===== src/rtl/serial_full_adder.sv =====
// Bit-serial adder: {cout,sum} = din_a + din_b + cin, one bit per clock, LSB first.
// Optional simulation-only self-check: define SERIAL_FULL_ADDER_CHECK_EN.
module serial_full_adder #(
  parameter int WIDTH = 8
) (
  input  logic             clk,
  input  logic             rst_n,
  input  logic             start,
  input  logic [WIDTH-1:0] din_a,
  input  logic [WIDTH-1:0] din_b,
  input  logic             cin,
  output logic             busy,
  output logic             done,
  output logic [WIDTH-1:0] sum,
  output logic             cout
);

  localparam int CW = $clog2(WIDTH) + 1;
  localparam logic [CW-1:0] LAST_BIT = CW'(WIDTH - 1);

  localparam logic [1:0] ST_IDLE  = 2'd0;
  localparam logic [1:0] ST_SHIFT = 2'd1;
  localparam logic [1:0] ST_DONE  = 2'd2;

  logic [1:0]       state_q, state_d;
  logic [WIDTH-1:0] a_sh_q, a_sh_d;
  logic [WIDTH-1:0] b_sh_q, b_sh_d;
  logic             carry_q, carry_d;
  logic [CW-1:0]    cnt_q, cnt_d;
  logic [WIDTH-1:0] sum_q, sum_d;
  logic             cout_q, cout_d;

  logic             bit_s, bit_c;
  logic             accept;
  logic             shifting;
  logic [WIDTH-1:0] r_next;

  assign bit_s    = a_sh_q[0] ^ b_sh_q[0] ^ carry_q;
  assign bit_c    = (a_sh_q[0] & b_sh_q[0]) | (a_sh_q[0] & carry_q) | (b_sh_q[0] & carry_q);
  assign accept   = start && ((state_q == ST_IDLE) || (state_q == ST_DONE));
  assign shifting = (state_q == ST_SHIFT);

  // The result shifter drops its LSB every step, so only WIDTH-1 bits need storage.
  generate
    if (WIDTH == 1) begin : g_r_single
      assign r_next = bit_s;
    end else begin : g_r_multi
      logic [WIDTH-2:0] r_sh_q;
      assign r_next = {bit_s, r_sh_q};
      always_ff @(posedge clk or negedge rst_n) begin
        if (!rst_n)        r_sh_q <= '0;
        else if (shifting) r_sh_q <= r_next[WIDTH-1:1];
      end
    end
  endgenerate

  always_comb begin
    // NOTE: every always_comb output gets a default first so no path infers a latch.
    state_d = state_q;
    a_sh_d  = a_sh_q;
    b_sh_d  = b_sh_q;
    carry_d = carry_q;
    cnt_d   = cnt_q;
    sum_d   = sum_q;
    cout_d  = cout_q;
    case (state_q)
      ST_IDLE, ST_DONE: begin
        state_d = ST_IDLE;
        if (accept) begin
          a_sh_d  = din_a;
          b_sh_d  = din_b;
          carry_d = cin;
          cnt_d   = '0;
          state_d = ST_SHIFT;
        end
      end
      ST_SHIFT: begin
        a_sh_d  = a_sh_q >> 1;
        b_sh_d  = b_sh_q >> 1;
        carry_d = bit_c;
        cnt_d   = cnt_q + CW'(1);
        if (cnt_q == LAST_BIT) begin
          sum_d   = r_next;
          cout_d  = bit_c;
          state_d = ST_DONE;
        end
      end
      default: state_d = ST_IDLE;
    endcase
  end

  // NOTE: datapath registers are reset too, so an aborted operation leaves nothing behind.
  always_ff @(posedge clk or negedge rst_n) begin
    if (!rst_n) begin
      state_q <= ST_IDLE;
      a_sh_q  <= '0;
      b_sh_q  <= '0;
      carry_q <= 1'b0;
      cnt_q   <= '0;
      sum_q   <= '0;
      cout_q  <= 1'b0;
    end else begin
      // NOTE: non-blocking assignments so every flop samples pre-edge values.
      state_q <= state_d;
      a_sh_q  <= a_sh_d;
      b_sh_q  <= b_sh_d;
      carry_q <= carry_d;
      cnt_q   <= cnt_d;
      sum_q   <= sum_d;
      cout_q  <= cout_d;
    end
  end

  assign busy = (state_q == ST_SHIFT);
  assign done = (state_q == ST_DONE);
  assign sum  = sum_q;
  assign cout = cout_q;

`ifdef SERIAL_FULL_ADDER_CHECK_EN
  logic [WIDTH-1:0] opa_q, opb_q;
  logic             opc_q;

  always_ff @(posedge clk or negedge rst_n) begin
    if (!rst_n) begin
      opa_q <= '0;
      opb_q <= '0;
      opc_q <= 1'b0;
    end else if (accept) begin
      opa_q <= din_a;
      opb_q <= din_b;
      opc_q <= cin;
    end
  end

  always_comb begin
    if (rst_n && (state_q == ST_DONE)) begin
      assert ({cout_q, sum_q} == ({1'b0, opa_q} + {1'b0, opb_q} + {{WIDTH{1'b0}}, opc_q}))
        else $error("serial_full_adder: a=%0h b=%0h cin=%0b gave cout=%0b sum=%0h",
                    opa_q, opb_q, opc_q, cout_q, sum_q);
    end
    assert (!(busy && done)) else $error("serial_full_adder: busy and done both high");
  end
`endif

endmodule


===== config.mk =====
export PLATFORM = sky130hd
export DESIGN_NAME = serial_full_adder
export DESIGN_NICKNAME = d
export VERILOG_FILES = /design/src/rtl/serial_full_adder.sv
export SDC_FILE = /design/constraint.sdc
export NUM_CORES = 1
export LEC_CHECK = 0
export CORE_AREA = 3 3 64 66
export CTS_CLUSTER_SIZE = 28
export DETAILED_ROUTE_END_ITERATION = 16
export DIE_AREA = 0 0 67 69
export PLACE_DENSITY = 0.83
export SETUP_SLACK_MARGIN = 0.05
export SYNTH_ARGS = -nofsm -noshare
export SYNTH_HDL_FRONTEND = slang
export SYNTH_SLANG_ARGS = --single-unit

===== constraint.sdc =====
create_clock -name clk -period 1.44 [get_ports clk]
set_input_delay 0.144 -clock clk [delete_from_list [all_inputs] [get_ports clk]]
set_output_delay 0.144 -clock clk [all_outputs]
set_load 0.01 [all_outputs]

==> flow_metrics.tcl <==
set metrics [dict create \
    outcome "finished, violations left" \
    violations "setup timing" \
    clockBufferDepth 2 \
    hpwl_um 2080 \
    die_w_um 67 \
    max-cap-violations 0 \
    die_area_um2 4620 \
    wl_per_cell_um 14.9 \
    crit-reg2reg-launch "state_q[0]$_DFFE_PN0P_" \
    slew_headroom 0.676 \
    vias 1064 \
    slew_viol_final 0 \
    ir_worst_vdd_uv 836 \
    ys_warn_count 0 \
    antenna_found_initial 0 \
    drive_gt1_frac 0.263 \
    die_h_um 69 \
    area_growth_syn_to_layout_pct 33.4 \
    cts_tree "built" \
    grt.met1_usage 0.178 \
    wl_um 3040 \
    r2r_end "sum[4]$_DFFE_PN0P_" \
    synth_cells 113 \
    top_usage_layer "met2" \
    worst_ep_required_time_ps 1610 \
    grt_usage 0.148 \
    criticalPathCategory "flop to flop" \
    drt-initial-drc-count 47 \
    final_cells 204 \
    viasPerCell 5.22 \
    drc 0 \
    worstSkewPairLatency_ps 290 \
    io_pins 31 \
    r2r_cells 4 \
    worst_slew_pin_slew_ps 485 \
    crit_arrival_ps 1630 \
    synth_seq_cells 39 \
    ys_seq_area_frac 0.598 \
    period_share 1.01 \
    synthFlopType "dfrtp_1" \
    setup_violations 9 \
    mostFrequentLayoutCells "dfrtp_1, clkdlybuf4s50_1, a22o_1" \
    use_met2 0.237 \
    grtUsageMet3 0.0489 \
    cts_buffers 5 \
    final_hold_viol_count 0 \
    fmax_ghz 0.688 \
    synth-edff-count 0 \
    gp_congestion 0.717 \
    cp_max_fo 6 \
    nets 178 \
    place_inst 193 \
    power.leakage_uw 0.00108 \
    ys_types 21 \
    core-area_um2 3630 \
    crit_path_end_kind "flop" \
    skew_ps 5.14 \
    rows 22 \
    port_buffers 30 \
    netlist_area_um2 1630 \
    grt_pass1_wl_um 5180 \
    min_period_ps 1450 \
    grt_setup_unrepaired "true" \
    reg2reg_slack_ps -10 \
    n_fill_cell 286 \
    cts-htree-levels 2 \
    syn_avg_cell_area_um2 14.4 \
    startpoint_type "flop" \
    grt_pass1_vias 1135 \
    pwr_density_cell_nw_per_um2 2180 \
    clock_sink_count 39 \
    hold_path.class "input port to asynchronous set/reset pin" \
    synthArstFlopShare 1.00 \
    firstDrtPassIters 4 \
    cts-root-buf "clkbuf_8" \
    n_antenna_cell 0 \
    worst_slack_ps -14.4 \
    overflow 0 \
    final_antenna_net_count 0 \
    layout_commonest_cell "dfrtp_1" \
    grt_max_degree 40 \
    syn-num-nets 135 \
    start_util 0.449 \
    pre_cts_slack_ps -145 \
    clkTransAtPathRegs_ps 70 \
]
## metrics by stage
step | cell area [um^2] | TNS (ps) | hold WS, ps | power [uW] | util
finish | 2180 | -89.8 | 427 | 4740 | 0.600
global route | 2180 | -850 | 469 | 5090 | 0.600
CTS | 2110 | -178 | 449 | 4650 | 0.582
detailed placement | 2000 | -1830 | 227 | 3890 | 0.551
global placement | 2000 | -1330 | 212 | 3760 | 0.551
floorplan | 1630 | 0 | -152 | 3210 | -
## worst max-delay path, stage by stage, from the launching register on
cell and delay [ps]:
dfrtp_1 370, nor2b_4 230, nor3b_4 260, buf_6 170
mux2_4 300
## Yosys cell counts, drive strengths merged, types with 2 or more instances
cell / instances / area (um^2)
nand2b: 2 / 12.5
a22o: 19 / 166
mux2: 16 / 180
a21o: 15 / 113
buf: 7 / 53.8
dfrtp: 39 / 976
mux2i: 2 / 20.0
nor2: 2 / 10.0
nor2b: 4 / 32.5
## worst max-delay path by stage
stage / slack [ps] / start / to
2_1_floorplan: 50 / cnt_q[0]$_DFFE_PN0P_ / cout$_DFFE_PN0P_
3_3_place_gp: -80 / start / a_sh_q[7]$_DFFE_PN0P_
5_1_grt: -100 / state_q[0]$_DFFE_PN0P_ / sum[2]$_DFFE_PN0P_
3_5_place_dp: -150 / start / cnt_q[2]$_DFFE_PN0P_
4_1_cts: -30 / state_q[0]$_DFFE_PN0P_ / sum[2]$_DFFE_PN0P_
6_report: -10 / state_q[0]$_DFFE_PN0P_ / sum[4]$_DFFE_PN0P_
## per-layer routing
metal	wire (um)	part of all wire	up-vias
li1	-	-	497
met4	67	0.022	0
met1	1320	0.43	535
met5	0	0	-
met3	141	0.046	6
met2	1520	0.50	26
## flip-flops by register name (all words and copies together), names as in the netlist
signal and cells:
a_sh_q 8, b_sh_q 8, sum 8, g_r_multi.r_sh_q 7
cnt_q 4, state_q 2, carry_q 1, cout 1
## logic make-up after synthesis
family	Yosys count	synth area share
flops	39	0.598
compound gates	35	0.174
mux	18	0.123
simple gates	11	0.0475
buf+inv	7	0.0329
fa+ha+maj	2	0.0199
xor+xnor	1	0.00536
## cell type report
type	count	area [um^2]	area share
sequential	39	976	0.448
multi-input combinational	67	648	0.298
timing repair buffer	43	407	0.187
clock buffer	6	82.6	0.0379
tap	48	60.1	0.0276
clock inverter	1	5.00	0.00230
## repair_timing
item                                    4_1_cts  5_1_grt
gates cloned                                  0        1
hold buffers                                  1        0
hold endpoints to repair                     39        0
gates resized for setup                       7       10
pin swaps                                     0        2
endpoints found under the setup margin       25       12
setup buffers                                 0        2
## report_power, final
group | switching, uW | leakage, uW | total [uW] | internal (uW)
Clock | 351 | 0.0000470 | 726 | 375
Combinational | 813 | 0.000548 | 2090 | 1270
Sequential | 324 | 0.000487 | 1930 | 1610
Total | 1490 | 0.00108 | 4740 | 3260
Power figures use the tool's default switching activity.
